`src/rtl/spi_stream_tx_if.sv`:
```
// spi_stream_tx_if: host SPI pins, sample-source word port and capture status
// bundled for spi_stream_tx. The slave modport is the engine's view; the master
// modport is the host/source side.
interface spi_stream_tx_if #(
  parameter int WORD_W = 16,
  parameter int ADDR_W = 20
);
  logic              cs_n;
  logic              mosi;
  logic              miso;
  logic              miso_oe;
  logic              cap_start;
  logic              rd_word_req;
  logic [ADDR_W-1:0] rd_addr;
  logic [WORD_W-1:0] rd_word;
  logic              rd_word_vld;
  logic              capture_busy;
  logic              capture_done;
  logic [ADDR_W-1:0] sample_count;

  modport slave (
    input  cs_n, mosi, rd_word, rd_word_vld, capture_busy, capture_done, sample_count,
    output miso, miso_oe, cap_start, rd_word_req, rd_addr
  );

  modport master (
    output cs_n, mosi, rd_word, rd_word_vld, capture_busy, capture_done, sample_count,
    input  miso, miso_oe, cap_start, rd_word_req, rd_addr
  );
endinterface

```
`src/rtl/spi_stream_tx.sv`:
```
// spi_stream_tx: SPI-slave transmit engine running on the host's sclk.
// Decodes an 8-bit command (START / READ_CONT / READ_STATUS / READ_DATA) and
// answers on miso with a 24-bit status word or a stream of sample words pulled
// from the capture store through a request/valid word port.
// Optional feature macro: SPI_TX_CRC8_EN appends CRC-8 (poly 0x07, init 0x00)
// after every streamed word, stretching the word period from 16 to 24 bits.
module spi_stream_tx #(
  parameter int WORD_W    = 16,
  parameter int ADDR_W    = 20,
  parameter int MAX_WORDS = 96000
) (
  input logic            sclk,
  input logic            reset_n,
  spi_stream_tx_if.slave bus
);

`ifdef SPI_TX_CRC8_EN
  localparam int P = WORD_W + 8;
`else
  localparam int P = WORD_W;
`endif
  // shift register must hold either a word plus CRC slot or the status word
  localparam int SR_W = (WORD_W + 8 > ADDR_W + 4) ? WORD_W + 8 : ADDR_W + 4;

  localparam logic [2:0] S_IDLE   = 3'd0;
  localparam logic [2:0] S_CMD    = 3'd1;
  localparam logic [2:0] S_STATUS = 3'd2;
  localparam logic [2:0] S_DATA   = 3'd3;
  localparam logic [2:0] S_SINK   = 3'd4;

  localparam logic [7:0] C_START  = 8'h00;
  localparam logic [7:0] C_RDCONT = 8'h01;
  localparam logic [7:0] C_RDSTAT = 8'h02;
  localparam logic [7:0] C_RDDATA = 8'h03;

  localparam logic [ADDR_W-1:0] END_ADDR = ADDR_W'(MAX_WORDS);

  logic [2:0]        state;
  logic [2:0]        bcnt;
  logic [6:0]        cmd;
  logic [4:0]        ph, ph_nxt;
  logic [SR_W-1:0]   sr;
  logic [ADDR_W-1:0] saddr;
  logic              underrun;
  logic              oe_r, cap_r, req_r;
  logic [ADDR_W-1:0] addr_r;

  logic [7:0]        cmd_full;
  logic              at_end;
  logic [WORD_W-1:0] ld_word;
  logic [SR_W-1:0]   ld_vec, st_vec;
  logic [ADDR_W-1:0] first_addr;

`ifdef SPI_TX_CRC8_EN
  function automatic logic [7:0] crc8(input logic [WORD_W-1:0] d);
    logic [7:0] c;
    c = 8'h00;
    for (int i = WORD_W - 1; i >= 0; i--)
      c = {c[6:0], 1'b0} ^ ((c[7] ^ d[i]) ? 8'h07 : 8'h00);
    return c;
  endfunction
`endif

  // load/status images and phase bookkeeping for the current edge
  always_comb begin
    cmd_full   = {cmd, bus.mosi};
    at_end     = (saddr == END_ADDR);
    ph_nxt     = (ph == 5'(P - 1)) ? 5'd0 : ph + 5'd1;
    first_addr = (cmd_full == C_RDDATA) ? '0 : saddr;
    // past the end of the capture the host just sees zeros, no underrun
    ld_word    = at_end ? '0 : (bus.rd_word_vld ? bus.rd_word : '1);
    ld_vec     = '0;
    ld_vec[SR_W-1 -: WORD_W] = ld_word;
`ifdef SPI_TX_CRC8_EN
    ld_vec[SR_W-1-WORD_W -: 8] = crc8(ld_word);
`endif
    st_vec     = '0;
    st_vec[SR_W-1 -: ADDR_W+4] = {bus.capture_busy, bus.capture_done, underrun, 1'b0,
                                  bus.sample_count};
  end

  // frame FSM, shift register, word requests and saved address
  always_ff @(posedge sclk or negedge reset_n) begin
    if (!reset_n) begin
      state    <= S_IDLE;
      bcnt     <= '0;
      cmd      <= '0;
      ph       <= '0;
      sr       <= '0;
      saddr    <= '0;
      underrun <= 1'b0;
      oe_r     <= 1'b0;
      cap_r    <= 1'b0;
      req_r    <= 1'b0;
      addr_r   <= '0;
    end else if (bus.cs_n) begin
      // frame over: anything partly shifted is dropped
      state <= S_IDLE;
      sr    <= '0;
      oe_r  <= 1'b0;
      cap_r <= 1'b0;
      req_r <= 1'b0;
    end else begin
      cap_r <= 1'b0;
      req_r <= 1'b0;
      case (state)
        S_IDLE: begin
          cmd   <= {cmd[5:0], bus.mosi};
          bcnt  <= 3'd1;
          oe_r  <= 1'b1;
          sr    <= '0;
          state <= S_CMD;
        end
        S_CMD: begin
          cmd  <= {cmd[5:0], bus.mosi};
          bcnt <= bcnt + 3'd1;
          if (bcnt == 3'd7) begin
            case (cmd_full)
              C_START: begin
                cap_r <= 1'b1;
                saddr <= '0;
                state <= S_SINK;
              end
              C_RDCONT, C_RDDATA: begin
                ph    <= '0;
                state <= S_DATA;
                if (cmd_full == C_RDDATA) saddr <= '0;
                if (first_addr != END_ADDR) begin
                  req_r  <= 1'b1;
                  addr_r <= first_addr;
                end
              end
              C_RDSTAT: begin
                sr       <= st_vec;
                underrun <= 1'b0;
                state    <= S_STATUS;
              end
              default: state <= S_SINK;
            endcase
          end
        end
        S_STATUS: sr <= sr << 1;
        S_DATA: begin
          ph <= ph_nxt;
          if (ph_nxt == 5'd8) begin
            // load edge: 8 periods after the request went out
            sr <= ld_vec;
            if (!at_end) begin
              saddr <= saddr + 1'b1;
              if (!bus.rd_word_vld) underrun <= 1'b1;
            end
          end else begin
            sr <= sr << 1;
          end
          if (ph_nxt == 5'd0 && !at_end) begin
            req_r  <= 1'b1;
            addr_r <= saddr;
          end
        end
        default: sr <= '0;
      endcase
    end
  end

  assign bus.miso        = sr[SR_W-1];
  assign bus.miso_oe     = oe_r;
  assign bus.cap_start   = cap_r;
  assign bus.rd_word_req = req_r;
  assign bus.rd_addr     = addr_r;

endmodule
```
`src/flat_wrapper.sv`:
```
// flat-port wrapper written by rule: the top's interface ports become plain ports
module spi_stream_tx_flat 
#(
  parameter int WORD_W    = 16,
  parameter int ADDR_W    = 20,
  parameter int MAX_WORDS = 96000
)
  (sclk, reset_n, bus_cs_n, bus_mosi, bus_rd_word, bus_rd_word_vld, bus_capture_busy, bus_capture_done, bus_sample_count, bus_miso, bus_miso_oe, bus_cap_start, bus_rd_word_req, bus_rd_addr);
  spi_stream_tx_if #(.WORD_W(WORD_W), .ADDR_W(ADDR_W)) bus_i ();
  input logic sclk;
  input logic reset_n;
  input wire logic [$bits(bus_i.cs_n)-1:0] bus_cs_n;
  input wire logic [$bits(bus_i.mosi)-1:0] bus_mosi;
  input wire logic [$bits(bus_i.rd_word)-1:0] bus_rd_word;
  input wire logic [$bits(bus_i.rd_word_vld)-1:0] bus_rd_word_vld;
  input wire logic [$bits(bus_i.capture_busy)-1:0] bus_capture_busy;
  input wire logic [$bits(bus_i.capture_done)-1:0] bus_capture_done;
  input wire logic [$bits(bus_i.sample_count)-1:0] bus_sample_count;
  output wire logic [$bits(bus_i.miso)-1:0] bus_miso;
  output wire logic [$bits(bus_i.miso_oe)-1:0] bus_miso_oe;
  output wire logic [$bits(bus_i.cap_start)-1:0] bus_cap_start;
  output wire logic [$bits(bus_i.rd_word_req)-1:0] bus_rd_word_req;
  output wire logic [$bits(bus_i.rd_addr)-1:0] bus_rd_addr;
  assign bus_i.cs_n = bus_cs_n;
  assign bus_i.mosi = bus_mosi;
  assign bus_i.rd_word = bus_rd_word;
  assign bus_i.rd_word_vld = bus_rd_word_vld;
  assign bus_i.capture_busy = bus_capture_busy;
  assign bus_i.capture_done = bus_capture_done;
  assign bus_i.sample_count = bus_sample_count;
  assign bus_miso = bus_i.miso;
  assign bus_miso_oe = bus_i.miso_oe;
  assign bus_cap_start = bus_i.cap_start;
  assign bus_rd_word_req = bus_i.rd_word_req;
  assign bus_rd_addr = bus_i.rd_addr;
  spi_stream_tx #(.WORD_W(WORD_W), .ADDR_W(ADDR_W), .MAX_WORDS(MAX_WORDS)) u_core (.sclk(sclk), .reset_n(reset_n), .bus(bus_i));
endmodule
```
`config.mk`:
```
export PLATFORM = sky130hd
export DESIGN_NAME = spi_stream_tx_flat
export DESIGN_NICKNAME = d
export VERILOG_FILES = /design/src/rtl/spi_stream_tx_if.sv /design/src/rtl/spi_stream_tx.sv /design/src/flat_wrapper.sv
export SDC_FILE = /design/constraint.sdc
export NUM_CORES = 1
export LEC_CHECK = 0
export BUFFER_PORTS_ARGS = -buffer_cell sky130_fd_sc_hd__buf_4
export CORE_MARGIN = 5
export CORE_UTILIZATION = 55
export CTS_CLUSTER_DIAMETER = 50
export CTS_CLUSTER_SIZE = 8
export DETAILED_ROUTE_END_ITERATION = 10
export HOLD_SLACK_MARGIN = 0.1
export PLACE_DENSITY_LB_ADDON = 0.12
export REMOVE_ABC_BUFFERS = 1
export SETUP_SLACK_MARGIN = 0.2
export SYNTH_ARGS = -nofsm -noshare
export SYNTH_HDL_FRONTEND = slang
export SYNTH_SLANG_ARGS = --single-unit
```
`constraint.sdc`:
```
create_clock -name sclk -period 6 [get_ports sclk]
set_input_delay 0.3 -clock sclk [delete_from_list [all_inputs] [get_ports sclk]]
set_output_delay 0.3 -clock sclk [all_outputs]
set_load 0.01 [all_outputs]
```
Word-level counts from Yosys, hierarchy flattened
Index checks and enable logic that the tools add are counted.
{ "totals": {"regBits": 86, "output_inout_bits": 24, "wordCells": 101} }
{ "op_classes": {"add_sub_neg": 3, "n_eq_ne": 22, "n_mux": 45, "bitwise_logic": 1, "reduce_logical": 19} }
{ "op_table": {"columns": ["cell", "n"], "rows": [
  ["$mux 20", 8],
  ["$pmux 20 s2", 3],
  ["$mux 24", 4],
  ["$pmux 24 s3", 1],
  ["$mux 16", 2],
  ["$add 20x1->20 const B", 1],
  ["$eq 20x17->1 const B", 1],
  ["$ne 20x17->1 const B", 1],
  ["$pmux 3 s2", 3],
  ["$eq 8x2->1 const B", 2],
  ["$mux 1", 16],
  ["$mux 5", 3],
  ["$reduce_and 6->1", 2],
  ["$eq 5x4->1 const B", 2],
  ["$ne 2x1->1 const B", 5],
  ["$pmux 5 s2", 1],
  ["$eq 8x1->1 const B", 1],
  ["$logic_not 8->1", 1],
  ["$reduce_and 2->1", 4],
  ["$reduce_and 7->1", 1],
  ["$eq 3x2->1 const B", 2],
  ["$mux 3", 2],
  ["$ne 2x2->1 const B", 3],
  ["$ne 3x2->1 const B", 2],
  ["other kinds (15)", 19]
]} }

Depth between registers and ports, before layout
{ "logic_depth": {"word_depth": 8, "ltp_mapped": 10, "depth_no_buf": 7} }

Least setup slack after synthesis
Ideal clock, no wire load.
{ "synth_path": {"kind": "flip-flop to flip-flop", "from": "reg u_core.ph[0]", "to": "reg u_core.sr[16]", "t_arrival_ns": 2.363, "slack_ns": 3.509, "path_stages_with_launch": 9, "n_path_buf": 1, "period_less_slack_ns": 2.491, "cell_sequence": "dfrtp_1 ha_1 nand2b_1 maj3_1 o21a_1 o311a_4 buf_2 a222oi_1 nand2_1"} }
{ "synth_via": {"elab_chain_cells": 6} }
{ "synth_rtl": {"columns": ["item", "line", "text"], "rows": [
  ["start, declared", "spi_stream_tx.sv:41", "logic [4:0] ph, ph_nxt;"],
  ["start signal, assigned", "spi_stream_tx.sv:144", "ph <= ph_nxt;"],
  ["$add 5x1->5 / $eq 5x4->1 (equally long branches)", "spi_stream_tx.sv:68", "ph_nxt = (ph == 5'(P - 1)) ? 5'd0 : ph + 5'd1;"],
  ["$mux 5 *", "spi_stream_tx.sv:68", null],
  ["$eq 5x4->1 *", "spi_stream_tx.sv:145", "if (ph_nxt == 5'd8) begin"],
  ["$mux 24 *", "spi_stream_tx.sv:145", null],
  ["$pmux 24 s3 *", "spi_stream_tx.sv:106", "case (state)"],
  ["$mux 24 *", "spi_stream_tx.sv:96", "end else if (bus.cs_n) begin"],
  ["end signal, assigned", "spi_stream_tx.sv:142", "S_STATUS: sr <= sr << 1;"],
  ["end signal, assigned", "spi_stream_tx.sv:147", "sr <= ld_vec;"],
  ["end signal, assigned", "spi_stream_tx.sv:153", "sr <= sr << 1;"],
  ["end, declared", "spi_stream_tx.sv:42", "logic [SR_W-1:0] sr;"]
]} }
Every way passes the cells marked *; elsewhere a longest branch is shown, timed or not.
A chain may end at the register's enable or synchronous reset.

Worst setup path after layout
{ "layout_path": {"from": "reg u_core.ph[0]", "to": "reg u_core.saddr[15]"} }
{ "layout_via": {"elab_chain_cells": 5} }
{ "layout_rtl": {"columns": ["item", "line", "text"], "rows": [
  ["$add 5x1->5 / $eq 5x4->1 (equally long branches)", "spi_stream_tx.sv:68", null],
  ["$mux 5 *", "spi_stream_tx.sv:68", null],
  ["$eq 5x4->1 *", "spi_stream_tx.sv:145", null],
  ["$ne 2x1->1 (no source line) *", null, null],
  ["$reduce_and 6->1 (no source line) *", null, null],
  ["end signal, assigned", "spi_stream_tx.sv:149", "saddr <= saddr + 1'b1;"],
  ["end, declared", "spi_stream_tx.sv:43", "logic [ADDR_W-1:0] saddr;"]
]} }
Marks and branches as above.

==> impl_metrics.csv <==
group,metric,value,unit
yosys,yosys.cell_types.count,54,
yosys,postSynthRegisterBits,86,
critical_path,r2r-end,"u_core.saddr[15]",
critical_path,critPathLaunch,"u_core.ph[0]",
global_routing,grt_pass1_vias,3587,
critical_path,worstPathRequired,6.29,ns
finish,synthesis_to_layout_area_growth,16.9,%
critical_path,timing.reg2reg.setup_slack,2.84,ns
yosys,synthCells,440,
timing,layout_worst_path_cycle_share,0.526,
global_routing,initial_antenna_violation_count,0,
floorplanning,initial_core_util,0.559,
clock_network,cts_root_buf,"clkbuf_8",
clock_network,clock_insertion_delay_worst_skew,0.36,ns
global_routing,globalRoute.totalOverflow,0,
clock_network,cts_setup_buffers,0,
hold_path,hold_path_class,"in2async",
floorplanning,die_area,0.00963,mm²
critical_path,crit_path_max_fanout,36,
yosys,synthesis.yosys.warnings,0,
detailed_routing,drt_drc_violations_left,0,
yosys,synth_flop_cell,"dfrtp_1",
placed_design,place_congestion,0.856,
power,powerDensity,255,mW/mm²
critical_path,timing_endpoint_of_the_critical_path,"u_core.saddr[15]",
finish,fin_util,0.653,
placed_design,detailed_place.area,0.00477,mm²
clock_network,cts-resized-gates,0,
detailed_routing,residual_antenna_violating_net_count_after_detailed_routing,0,
yosys,synth_largest_type_area_fraction,0.504,
timing,worst_hold_slack,0.125,ns
timing,number_of_hold_violations_in_the_final_report,0,
finish,final_instance_area,0.00499,mm²
critical_path,crit-reg2reg-launch,"u_core.ph[0]",
critical_path,reg2reg_depth,7,
power,combPwrFrac,0.114,
yosys,yosys.cell_count.top_type,"dfrtp_1",
floorplanning,floorplan.die.height,98.2,µm
finish,layout.nets,541,
finish,final_layout_size_suffix_gt1_frac,0.195,
critical_path,setup.worst_path.start_class,"register",
timing,timing.slew.headroom,0.198,
clock_network,clkSlewWorstSetupHoldPaths,0.09,ns
yosys,synth_area_per_cell,9.71,µm²
clock_network,cts.sink_count,86,
power,total_leakage_power,2.51,nW
timing,post-route-min-period,3.16,ns
finish,fill_cells,642,
power,totalPowerFinal,1.27,mW
yosys,synth_seq_area_share,0.504,
power,switchingPower,351,µW
timing,setup_repair_after_global_routing_missed_its_margin,"false",
clock_network,tritoncts_clock_tree,"yes",
detailed_routing,firstDrtPassIters,5,
timing,worst_slew_pin_slew,1.20,ns
detailed_routing,route.final.wire_length,9810,µm
timing,clock-skew-final,0.0101,ns
yosys,synth_async_sr_flop_share,1.00,
critical_path,worstSetupPathType,"reg2reg",
floorplanning,io-pin-count,67,
outcome,outcome,"finished clean",
timing,maxClockFrequency,317,MHz
power,pwr-share-clk,0.365,
power,p_sw_frac,0.276,
critical_path,arrival,3.45,ns
power,max-vdd-ir-drop,0.115,mV
floorplanning,std_cell_rows,32,
yosys,synth_area,0.00427,mm²
global_routing,grt_pass1_wl,17000,µm
yosys,synth.cells.most_frequent,"dfrtp_1, nand2_1, o21ai_0",
global_routing,globalRouteTotalUtil,0.212,
detailed_routing,drt_iter0_markers,124,
floorplanning,placeable_core_region,0.00765,mm²
clock_network,cts_buffers,9,
floorplanning,die_w,98.2,µm
global_routing,grt_start_max_net_pins,87,
yosys,synth_largest_area_cell,"dfrtp_1",
clock_network,clock_path_buffers,2,
detailed_routing,wl_per_cell,16.3,µm
yosys,synth_enable_flop_cells,0,
timing,report.final.setup_viol,0,
placed_design,detailed_place_hpwl,6710,µm
power,p_int,922,µW
clock_network,h_tree_depth,3,
detailed_routing,routed_via_density,6.03,
finish,antenna_cells,0,
detailed_routing,route.vias.total,3619,
clock_network,postCtsHoldBufs,0,
yosys,post_synth_main_area_contributors,"dfrtp_1, nand2_1, a22o_1",
job,drv_cap,0,
timing,finalMaxSlewViolations,0,
critical_path,crit_path_end_kind,"register",
timing,timing.setup.tns,0,ns
power,power_frac_seq,0.521,
placed_design,port_buffers,66,
cell type report:
type                            instances  area, µm²  share of cell area
Clock buffer                            9        124              0.0248
Clock inverter                          7        104              0.0208
Tap cell                              102        128              0.0256
Multi-Input combinational cell        304       1880               0.377
Inverter                               23       86.3              0.0173
Sequential cell                        86       2150               0.431
Timing Repair Buffer                   69        518               0.104
layer usage:
metal	GRT usage	routed length [µm]	vias up
met5	0	0	-
met4	0.0452	87	0
met3	0.0629	709	7
met2	0.347	4710	104
met1	0.282	4300	1767
li1	-	-	1741
how the worst min path moves through the flow:
stage / start / end / slack [ns] / depth (start not counted)
after floorplan: reset_n / u_core.bcnt[0] / 0.004 / 0
after global placement: u_core.bcnt[1] / u_core.bcnt[1] / 0.45 / 2
after detailed placement: u_core.bcnt[2] / u_core.bcnt[2] / 0.47 / 2
after CTS: bus_rd_word[6] / u_core.sr[14] / 0.14 / 3
after global routing: bus_mosi / u_core.bus.cap_start / 0.14 / 2
final: reset_n / u_core.saddr[1] / 0.12 / 1
worst max-delay path, cell delays in order, from the launching register on:
cell      delay [ns]
dfrtp_1         0.44
ha_1            0.33
nand2b_1        0.17
maj3_1          0.37
o21ai_0         0.34
and3_1          1.03
a41oi_1         0.22
a21oi_1         0.18
sequential cells by signal (all words and copies together) (netlist names), 3 cells and up:
register	flops
u_core.sr	24
u_core.bus.rd_addr	20
u_core.saddr	20
u_core.cmd	7
u_core.ph	5
u_core.bcnt	3
u_core.state	3
stage by stage:
stage,cells,setup slack (ns)
after CTS,600,2.88
after floorplan,413,3.42
after global routing,600,2.56
final,600,2.84
after global placement,584,3.03
after detailed placement,584,2.90
cell families (layout without fill, tap and decap cells):
kind of cell / Yosys count / in the layout / synth area share
AND/OR/NAND/NOR: 169 / 169 / 0.201
AO/OA/AOI/OAI: 129 / 129 / 0.223
flip-flops: 86 / 86 / 0.504
buffers and inverters: 50 / 108 / 0.0559
adder cells (fa/ha/maj): 6 / 6 / 0.0170
placed cells by master (no fill, tap or decap), drive strengths merged, types with 9 or more instances in the layout:
master	netlist	routed
and3	11	11
nor2	16	16
buf	11	69
a22o	20	20
dfrtp	86	86
clkbuf	16	9
o21ai	34	34
inv	23	26
a22oi	9	9
nor3	13	13
a222oi	13	13
a21oi	16	16
nand3	23	23
nand2	71	71
power by group through the flow:
stage	Clock [mW]	Sequential, mW	Combinational, mW
finish	0.465	0.663	0.146
global route	0.502	0.672	0.165
CTS	0.475	0.663	0.147
detailed placement	0	0.673	0.146
global placement	0	0.672	0.141
floorplan	0	0.663	0.0828
Power figures use the tool's default switching activity.
